[src/rtl/music_pkg.sv]
// Shared types and constants for the voice mixer: FSM state encoding,
// default sample width and the accumulator guard bits.
package music_pkg;

  typedef enum logic [1:0] {
    IDLE,
    WAIT,
    ACCUM,
    FINISH
  } mix_state_e;

  localparam int SAMPLE_W_DEF = 16;
  localparam int ACC_GUARD    = 3;

endpackage

[src/rtl/mix_beat_counter.sv]
// Counts enable pulses and emits a one-cycle beat pulse on every BEAT_COUNT-th,
// wrapping back to zero; holds its count while en is low.
module mix_beat_counter
  import music_pkg::*;
#(
  parameter int BEAT_COUNT = 1000,
  parameter int CNT_W      = $clog2(BEAT_COUNT)
) (
  input  logic clk,
  input  logic reset,
  input  logic en,
  output logic beat
);

  logic [CNT_W-1:0] cnt_q;
  logic             beat_q;

  always_ff @(posedge clk or negedge reset) begin
    if (!reset) begin
      cnt_q  <= '0;
      beat_q <= 1'b0;
    end else begin
      beat_q <= 1'b0;
      if (en) begin
        if (cnt_q == CNT_W'(BEAT_COUNT - 1)) begin
          cnt_q  <= '0;
          beat_q <= 1'b1;
        end else begin
          cnt_q <= cnt_q + CNT_W'(1);
        end
      end
    end
  end

  assign beat = beat_q;

endmodule

[src/rtl/multi_voice_mixer.sv]
// Frame-driven mixer: requests one sample per active voice, sums them serially and
// presents the result on the next frame. MULTI_VOICE_MIXER_SAT_EN selects saturation over wrap.
module multi_voice_mixer
  import music_pkg::*;
#(
  parameter int NUM_VOICES = 3,
  parameter int SAMPLE_W   = SAMPLE_W_DEF,
  parameter int BEAT_COUNT = 1000
) (
  input  logic                           clk,
  input  logic                           reset,
  input  logic                           play,
  input  logic                           new_frame,
  input  logic [NUM_VOICES-1:0]          voice_active,
  input  logic [NUM_VOICES*SAMPLE_W-1:0] voice_sample,
  input  logic [NUM_VOICES-1:0]          voice_ready,
  output logic [NUM_VOICES-1:0]          gen_next,
  output logic [SAMPLE_W-1:0]            sample_out,
  output logic                           new_sample_generated,
  output logic                           beat,
  output logic                           late,
  output logic                           clip
);

  localparam int ACC_W  = SAMPLE_W + ACC_GUARD;
  localparam int IDX_W  = (NUM_VOICES > 1) ? $clog2(NUM_VOICES) : 1;
  localparam int BEAT_W = $clog2(BEAT_COUNT);

  mix_state_e              state_q;
  logic [NUM_VOICES-1:0]   act_q, rdy_q, gen_q, rdy_d;
  logic [IDX_W-1:0]        idx_q;
  logic signed [ACC_W-1:0] acc_q, addend;
  logic [SAMPLE_W-1:0]     pending_q, out_q, pend_d;
  logic                    nsg_q, late_q, clip_q, clip_d, beat_en;

  assign rdy_d = rdy_q | (voice_ready & act_q);

  always_comb begin
    addend = '0;
    for (int i = 0; i < NUM_VOICES; i++) begin
      if (int'(idx_q) == i && act_q[i]) begin
        addend = ACC_W'($signed(voice_sample[i*SAMPLE_W +: SAMPLE_W]));
      end
    end
  end

  always_comb begin
    pend_d = acc_q[SAMPLE_W-1:0];
    clip_d = 1'b0;
`ifdef MULTI_VOICE_MIXER_SAT_EN
    if (acc_q > $signed({{(ACC_GUARD+1){1'b0}}, {(SAMPLE_W-1){1'b1}}})) begin
      pend_d = {1'b0, {(SAMPLE_W-1){1'b1}}};
      clip_d = 1'b1;
    end else if (acc_q < $signed({{(ACC_GUARD+1){1'b1}}, {(SAMPLE_W-1){1'b0}}})) begin
      pend_d = {1'b1, {(SAMPLE_W-1){1'b0}}};
      clip_d = 1'b1;
    end
`endif
  end

  always_ff @(posedge clk or negedge reset) begin
    if (!reset) begin
      state_q   <= IDLE;
      act_q     <= '0;
      rdy_q     <= '0;
      gen_q     <= '0;
      idx_q     <= '0;
      acc_q     <= '0;
      pending_q <= '0;
      out_q     <= '0;
      nsg_q     <= 1'b0;
      late_q    <= 1'b0;
      clip_q    <= 1'b0;
    end else begin
      gen_q  <= '0;
      nsg_q  <= 1'b0;
      late_q <= 1'b0;
      clip_q <= 1'b0;
      if (new_frame) begin
        out_q  <= pending_q;
        nsg_q  <= 1'b1;
        late_q <= (state_q != IDLE);
        gen_q  <= voice_active & {NUM_VOICES{play}};
        act_q  <= voice_active;
        rdy_q  <= '0;
        if (!play || voice_active == '0) begin
          pending_q <= '0;
          state_q   <= IDLE;
        end else begin
          state_q <= WAIT;
        end
      end else begin
        case (state_q)
          // gen_q is non-zero only in the first WAIT cycle; ready seen then is too early.
          WAIT: begin
            if (gen_q == '0) begin
              rdy_q <= rdy_d;
              if ((rdy_d & act_q) == act_q) begin
                state_q <= ACCUM;
                idx_q   <= '0;
                acc_q   <= '0;
              end
            end
          end
          ACCUM: begin
            acc_q <= acc_q + addend;
            idx_q <= idx_q + IDX_W'(1);
            if (int'(idx_q) == NUM_VOICES - 1) state_q <= FINISH;
          end
          FINISH: begin
            pending_q <= pend_d;
            clip_q    <= clip_d;
            state_q   <= IDLE;
          end
          default: ;
        endcase
      end
    end
  end

  assign beat_en = nsg_q & play;

  mix_beat_counter #(
    .BEAT_COUNT(BEAT_COUNT),
    .CNT_W     (BEAT_W)
  ) u_beat (
    .clk  (clk),
    .reset(reset),
    .en   (beat_en),
    .beat (beat)
  );

  assign gen_next             = gen_q;
  assign sample_out           = out_q;
  assign new_sample_generated = nsg_q;
  assign late                 = late_q;
  assign clip                 = clip_q;

endmodule

[config.mk]
export PLATFORM = sky130hd
export DESIGN_NAME = multi_voice_mixer
export DESIGN_NICKNAME = d
export VERILOG_FILES = /design/src/rtl/music_pkg.sv /design/src/rtl/mix_beat_counter.sv /design/src/rtl/multi_voice_mixer.sv
export SDC_FILE = /design/constraint.sdc
export NUM_CORES = 1
export LEC_CHECK = 0
export BUFFER_PORTS_ARGS = -buffer_cell sky130_fd_sc_hd__buf_2
export CELL_PAD_IN_SITES_DETAIL_PLACEMENT = 0
export CELL_PAD_IN_SITES_GLOBAL_PLACEMENT = 1
export CORE_MARGIN = 5
export CORE_UTILIZATION = 44
export CTS_BUF_LIST = sky130_fd_sc_hd__clkbuf_2 sky130_fd_sc_hd__clkbuf_4 sky130_fd_sc_hd__clkbuf_8
export DETAILED_ROUTE_END_ITERATION = 16
export GPL_TIMING_DRIVEN = 1
export HOLD_SLACK_MARGIN = 0.15
export PLACE_DENSITY = 0.8
export SKIP_CTS_REPAIR_TIMING = 1
export SLEW_MARGIN = 10
export SYNTH_ARGS = -nofsm -noshare
export SYNTH_HDL_FRONTEND = slang
export SYNTH_SLANG_ARGS = --single-unit
[constraint.sdc]
create_clock -name clk -period 4.5 [get_ports clk]
set_input_delay 0.45 -clock clk [delete_from_list [all_inputs] [get_ports clk]]
set_output_delay 0.45 -clock clk [all_outputs]
set_load 0.005 [all_outputs]
Word-level counts from Yosys, hierarchy flattened --
Cells that the tools add are included.
Operators by class: add/subtract/negate cells 3, order comparisons 0, multiply operators 0, equality and inequality tests 13, shift operators 0, div/mod/pow operators 0, reductions and logical operators 18, mux-type cells 27, bitwise logic cells 6
Operator list (count):
- $mux W19 | 5
- $mux W16 | 3
- $pmux W19 S2 | 1
- $add A19 B19 Y19 | 1
- $mux W2 | 6
- $mux W3 | 4
- $add A10 B1 Y10 const B | 1
- $eq A10 B10 Y1 const B | 1
- $mux W10 | 1
- $reduce_bool A2 Y1 | 5
- $and A3 B3 Y3 | 3
- $ne A3 B3 Y1 const B | 3
- $eq A2 B2 Y1 const B | 4
- $reduce_and A4 Y1 | 2
- $logic_not A3 Y1 | 2
- $pmux W2 S3 | 1
- $mux W1 | 5
- $ne A2 B2 Y1 const B | 2
- $pmux W2 S2 | 1
- $reduce_and A2 Y1 | 2
- $reduce_bool A4 Y1 | 1
- $eq A3 B3 Y1 | 1
- $logic_and A1 B1 Y1 | 3
- $or A3 B3 Y3 | 1
- other kinds (8) | 8
Word-level totals: RAM bits 0, bits in read-only memories 0, register bits 77, memories kept 0, input port bits 58, output and inout bits 23, bits in latches 0, word-level logic and storage cells 79

Depth between registers and ports, before layout --
Gate-level depths: netlist of run 1.
depth in word-level cells 8, mapped depth 18, mapped depth without buffers 16

Modules after synthesis --
From an unflattened synthesis of run 1, not the netlist that was laid out.
Second synthesis, totals: cells, all modules 452, area total of the unflattened synthesis 4310.4 um^2
Modules (own cells, without submodules):
- multi_voice_mixer | seq. area each 1576.5 um^2, times used 1, area an instance 3778.6 um^2, cells each 400
- mix_beat_counter | seq. area each 275.3 um^2, times used 1, area an instance 531.8 um^2, cells each 52

Worst setup path after synthesis of run 1 --
OpenSTA, ideal clock, no wires.
kind reg2reg, start point reg idx_q[0], end point reg acc_q[12], stages on the path, launching flop included 18, setup time 0.126 ns, path buffers 2, period minus slack after synthesis 3.438 ns, path slack 1.062 ns, arrival time 3.312 ns, required time 4.374 ns, path through dfrtp_1 > ha_1 > and2_1 > clkbuf_1 > nor2_2 > clkbuf_1 > a22oi_1 > o21ai_0 > ha_1 > inv_1 > fa_1 > nor2b_1 > o21a_1 > o21ai_2 > a211oi_1 > or2_1 > a311oi_1 > a221o_1
On the way: cells in the longest elaborated chain, start to end 7, elaborated cells on any way between the ends 11, those cells by class add/sub (1); eq/ne (2); mux (4); reduce/logical (4)
RTL lines:
- start, declared | RTL line multi_voice_mixer.sv:31 | logic [IDX_W-1:0] idx_q;
- start signal, assigned | RTL line multi_voice_mixer.sv:107 | idx_q <= idx_q + IDX_W'(1);
- $logic_not A2 Y1 | RTL line multi_voice_mixer.sv:41 | if (int'(idx_q) == i && act_q[i]) begin
- $logic_and A1 B1 Y1 | RTL line multi_voice_mixer.sv:41
- $mux W19 (2 in series) | RTL line multi_voice_mixer.sv:41
- $mux W19 (*) | RTL line multi_voice_mixer.sv:41
- $add A19 B19 Y19 (*) | RTL line multi_voice_mixer.sv:106 | acc_q <= acc_q + addend;
- $pmux W19 S2 (*) | RTL line multi_voice_mixer.sv:93 | case (state_q)
- end signal, assigned | RTL line multi_voice_mixer.sv:106
- end, declared | RTL line multi_voice_mixer.sv:32 | logic signed [ACC_W-1:0] acc_q, addend;
Every way passes the cells marked *; elsewhere a longest branch is shown, timed or not. A chain may end at the register's enable or synchronous reset.

Final worst setup path of run 1 --
Ends and elaborated chain as after synthesis.

==> results of run 1 <==
## final cells by class
cell class / count / area (um2) / area share (%)
tap: 111 / 138.9 / 2.873
clock inverter: 6 / 90.09 / 1.864
sequential: 74 / 1852 / 38.31
multi-input combinational: 326 / 2166 / 44.81
inverter: 10 / 37.54 / 0.7766
timing repair buffer: 82 / 417.9 / 8.646
clock buffer: 10 / 131.4 / 2.718
## worst max-delay path: cells and delay by family, from the launching register on
family,cells,cell delay [ns]
AND/OR/NAND/NOR,4,1.21
adder cells (fa/ha/maj),3,0.77
buffers and inverters,1,0.05
flip-flops,1,0.41
AO/OA/AOI/OAI,7,1.21
## logic make-up after synthesis
kind of cell               after synthesis  share of synthesized area (%)
AOI/OAI and AO/OA                      119                          18.51
xor gates and xnor gates                15                          3.181
adders and majority gates               28                          8.664
buffers and inverters                   29                          2.726
DFF                                     74                          44.83
muxes                                   19                          5.180
other                                    1                        0.09079
and+or+nand+nor                        144                          16.81
## synthesized netlist by cell type, drive strengths merged, types with 7 or more instances
cell type and count:
dfrtp 74, nand2 71, o21ai 56, ha 27, mux2 19, nand2b 19, clkbuf 17, a22oi 16
nor2 15, a21oi 12, inv 10, nor3 9, xnor2 9, a21o 7
## where the power goes
part           leakage, nW  internal, mW  switching (mW)
sequential            1.00         0.838           0.146
clock                0.110         0.320           0.254
combinational         1.24         0.409           0.551
total                 2.36          1.57           0.951
## metal layers
metal | wire, um | vias up
li1 | - | 1672
met3 | 467 | 8
met2 | 3574 | 84
met4 | 110 | 0
met1 | 4670 | 1482
met5 | 0 | -
## path summary, 6_finish.rpt
path | from | end | slack [ns] | cells after the start
min in group clk | voice_active[2] | act_q[2]$_DFFE_PN0P_ | 0.34 | 2
worst max register to register | idx_q[0]$_DFFE_PN0P_ | acc_q[12]$_DFFE_PN0P_ | 0.71 | 15
worst min register to register | pending_q[11]$_DFFE_PN0P_ | pending_q[11]$_DFFE_PN0P_ | 0.48 | 2
max in group asynchronous | reset | acc_q[9]$_DFFE_PN0P_ | 3.32 | 2
worst max-delay path | idx_q[0]$_DFFE_PN0P_ | acc_q[12]$_DFFE_PN0P_ | 0.71 | 15
worst min-delay path | reset | u_beat.cnt_q[2]$_DFFE_PN0P_ | 0.17 | 1
## layout by cell type, fill, tap and decap left out, types with 6 or more instances in the layout
cell      Yosys  final
o31ai_1       6      6
xnor2_1       9      9
buf_2         0     79
ha_1         27     27
nor2_1       14     14
a21oi_1      12     12
nor3_1        9      9
nand3_1       6      6
a21o_1        7      7
dfrtp_1      74     74
mux2_2       19     19
inv_1         9      9
o21ai_1      13     13
nand2b_1     19     19
a22oi_1      16     16
clkbuf_8      0      9
o21ai_0      42     42
nand2_1      71     71
xor2_1        6      6
## state kept, by name, summed over array words and instances (netlist names), 2 cells and up
| register | flops |
|---|---|
| sample_out | 16 |
| idx_q | 2 |
| state_q | 2 |
| acc_q | 16 |
| rdy_q | 3 |
| act_q | 3 |
| pending_q | 16 |
| u_beat.cnt_q | 10 |
| gen_next | 3 |
==> results.toml, run 1 <==
[finish]
fin_cells = 619
fin_util_pct = 52.56
area_growth_pct = 17.03
final_area_um2 = 4833
drive_above_1_share_pct = 24.41
nets = 589
fillCellCount = 850
n_antenna_cell = 0

[routing]
dr.pass1.iters = 4
drtIter0Drc = 130
wire_per_inst_um = 14.26
vias = 3246
via_per_inst = 5.244
drc = 0
drt-total-wl_mm = 8.824
postRouteAntennaNets = 0

[worst_setup_path]
path_common_cell = "ha_1"
path_class = "reg2reg"
end_kind = "flop"
path_cells = "ha_1 > and2_1 > nor2_2 > a22oi_1 > o21ai_0 > ha_1 > inv_1 > fa_1 > nor2b_1 > o21a_1 > o21ai_2 > a211oi_1 > or2_1 > a311oi_1 > a221o_1"
slowest_stage = "nor2_2"
critPathMaxFanout = 17
crit_path_start_kind = "flop"
worstPathRequired_ns = 4.74
max_stage_delay_ns = 0.55
crit_arrival_ns = 4.03

[die]
die_h_um = 106.9
start_util_pct = 44.91
ios = 81
row_count = 35
die_area_um2 = 11420
core_area_um2 = 9196
die_w_um = 106.9

[flow_run]
max_cap_violations = 0

[sta]
finalClockSkew_ns = 0.01122
min_period_over_period_pct = 84.24
holdWs_ns = 0.1652
fin_setup_tns_ns = 0
slew_viol_final = 0
slew_headroom_pct = 43.36
tightest_slew_ns = 0.8497
setup_violations = 0
final.setup.worst_slack_ns = 0.7092
min_period_ns = 3.791
rsz0062_at_grt = "false"
fmax_ghz = 0.2638
hold_violations = 0

[power_and_ir_drop]
leakagePower_nw = 2.358
power_mw = 2.519
vdd_drop_max_mv = 0.2063
power_density_nw_per_um2 = 521.1

[placement]
place_ws_ns = 0.6872
dp.cells = 603
gp_congestion = 0.8371
placed_area_um2 = 4612
portBuffers = 79
hpwl_mm = 6.659

[grt]
grtUsageMet3_pct = 3.492
grt_antenna_before_repair = 0
grt_use_met2_pct = 24.19
grt_start_max_net_pins = 50
grt_overflow = 0
gr-usage-all-layers_pct = 16.61
use_met1_pct = 24.62
grt_pass1_wl_mm = 15.39
busiest_layer = "met1"
grt_pass1_vias = 3211

[synth]
synth_top_area_cell = "dfrtp_1"
async_flop_share_pct = 100.0
synth_area_um2 = 4130
syn-instance-count = 429
ys.flop_type = "dfrtp_1"
synth_edf_count = 0
synth_top_area_share_pct = 44.83
synth.distinct_cells = 52
synth_nets = 515
seq_area_frac_synth_pct = 44.83
avgSynthCellArea_um2 = 9.628
yosysWarnings = 0
synthTopCellsByArea = "dfrtp_1 (45%), ha_1 (8.2%), nand2_1 (6.5%)"
synth_seq_cells = 74

[cts]
cts_made_buffers = 9
cts_max_path_buffers = 2
h-tree-depth = 3
clock_latency_ns = 0.35
cts.reportedPaths.clkPinSlew_ns = 0.08
clockRootBuffer = "clkbuf_8"
cts_tree = "done"
clock_sinks = 74

[outcome]
status = "complete, no violations"

[worst_hold_path]
hold_class = "in2async"
No activity file was read; power rests on OpenSTA's default activity.
==> run 2, diff against run 1 <==
==> constraint.sdc (replaced) <==
create_clock -name clk -period 3.7 [get_ports clk]
set_input_delay 0.37 -clock clk [delete_from_list [all_inputs] [get_ports clk]]
set_output_delay 0.37 -clock clk [all_outputs]
set_load 0.005 [all_outputs]
==> results.toml, run 2 (same netlist as run 1, synthesis figures left out) <==
[grt]
grt_overflow = 0
grt_pass1_wl_mm = 15.14
grt_antenna_before_repair = 0
grt_pass1_vias = 3262
grt_start_max_net_pins = 50
gr-usage-all-layers_pct = 16.33

[placement]
portBuffers = 79
hpwl_mm = 6.628
gp_congestion = 0.8655
placed_area_um2 = 4627

[finish]
final_area_um2 = 4820
multiInputGateArea_um2 = 2166
fillCellCount = 855
drive_above_1_share_pct = 24.66
n_antenna_cell = 0
final_common_cell = "buf_2"
area_growth_pct = 16.69
nets = 592
seq_area_um2 = 1852
layout_common_cells = "buf_2 (79), dfrtp_1 (74), nand2_1 (71), o21ai_0 (42), ha_1 (27)"

[die]
row_count = 35
die_area_um2 = 11420
die_w_um = 106.9
ios = 81
core_area_um2 = 9196
die_h_um = 106.9
start_util_pct = 44.91

[cts]
cts_tree = "done"
clock_latency_ns = 0.34
h-tree-depth = 3
clockRootBuffer = "clkbuf_8"
clock_sinks = 74
cts_made_buffers = 9
cts.reportedPaths.clkPinSlew_ns = 0.09
cts_max_path_buffers = 2

[worst_setup_path]
crit_arrival_ns = 3.53
worstPathRequired_ns = 3.92
critPathMaxFanout = 32
path_class = "reg2reg"
path_cells = "inv_1 > ha_1 > and2_0 > buf_4 > nand2_1 > o21ai_0 > ha_1 > inv_1 > fa_1 > nor2b_1 > o21a_1 > o21ai_2 > a211oi_1 > or2_1 > a311oi_1 > a221o_1"
max_stage_delay_ns = 0.41
crit_path_start_kind = "flop"
end_kind = "flop"
slowest_stage = "dfrtp_1"

[sta]
hold_violations = 0
min_period_ns = 3.312
slew_headroom_pct = 42.25
min_period_over_period_pct = 89.50
slew_viol_final = 0
finalClockSkew_ns = 0.009938
holdWs_ns = 0.2787
fmax_ghz = 0.3020
setup_violations = 0
fin_setup_tns_ns = 0
rsz0062_at_grt = "false"
tightest_slew_ns = 0.8662

[power_and_ir_drop]
power_density_nw_per_um2 = 608.7
leakagePower_nw = 2.352
vdd_drop_max_mv = 0.2173
power_mw = 2.934

[worst_hold_path]
hold_class = "in2reg"

[routing]
postRouteAntennaNets = 0
drc = 0
wire_per_inst_um = 13.89
drtIter0Drc = 113
via_per_inst = 5.270
dr.pass1.iters = 4
vias = 3278
drt-total-wl_mm = 8.641

[flow_run]
max_cap_violations = 0

[outcome]
status = "complete, no violations"
==> run 2: changes by cell type in the layout (fill, tap and decap cells not counted), sizes merged <==
cell,previous run,this run
bufinv,2,0
clkbuf,10,11
inv,11,12
clkinv,2,1
buf,82,84
clkinvlp,1,2
dlygate4sd3,0,1
==> run 2: per-layer routing <==
layer	up-vias	share of wire (%)	global-route usage [%]
met5	-	0	0
met4	0	1.6	5.936
met3	9	6.2	3.974
met2	88	42	24.60
met1	1502	50	22.87
li1	1679	-	-
==> run 2: metrics by stage <==
| stage | cells | util [%] | setup slack [ns] |
|---|---|---|---|
| finish | 622 | 52.41 | 0.3884 |
| global route | 622 | 52.41 | 0.05423 |
| CTS | 621 | 52.30 | 0.3833 |
| detailed placement | 605 | 50.31 | 0.4246 |
| global placement | 605 | 50.31 | 0.5032 |
| floorplan | 429 | - | 0.2619 |
==> run 2: worst paths after layout <==
path                                           from                       end  slack, ns  depth (start not counted)
max                            idx_q[0]$_DFFE_PN0P_     acc_q[12]$_DFFE_PN0P_       0.39                         16
min                                 voice_active[1]      act_q[1]$_DFFE_PN0P_       0.28                          2
max reg2reg                    idx_q[0]$_DFFE_PN0P_     acc_q[12]$_DFFE_PN0P_       0.39                         16
min reg2reg                pending_q[7]$_DFFE_PN0P_  pending_q[7]$_DFFE_PN0P_       0.48                          2
max in group asynchronous                     reset      acc_q[7]$_DFFE_PN0P_       2.09                          3
min in group asynchronous                     reset      rdy_q[2]$_DFFE_PN0P_       0.60                          2
==> run 2: cell type report <==
cell class              instances  share of cell area, %
well taps                     111                  2.882
repair buffers                 85                  9.190
flip-flops and latches         74                  38.42
clock buffers                  11                  3.011
inverters                      10                 0.7788
multi-input cells             326                  44.94
clock inverters                 5                 0.7788
==> run 2: critical path, delay by kind of cell, from the launching register on <==
kind | cells | cell delay [ns]
compound gates | 6 | 1.01
flops | 1 | 0.41
buf+inv | 3 | 0.43
simple gates | 4 | 0.55
fa+ha+maj | 3 | 0.79
==> run 2: power breakdown <==
part | switching (mW) | internal [mW]
Sequential | 0.172 | 1.02
Clock | 0.303 | 0.273
Combinational | 0.660 | 0.506
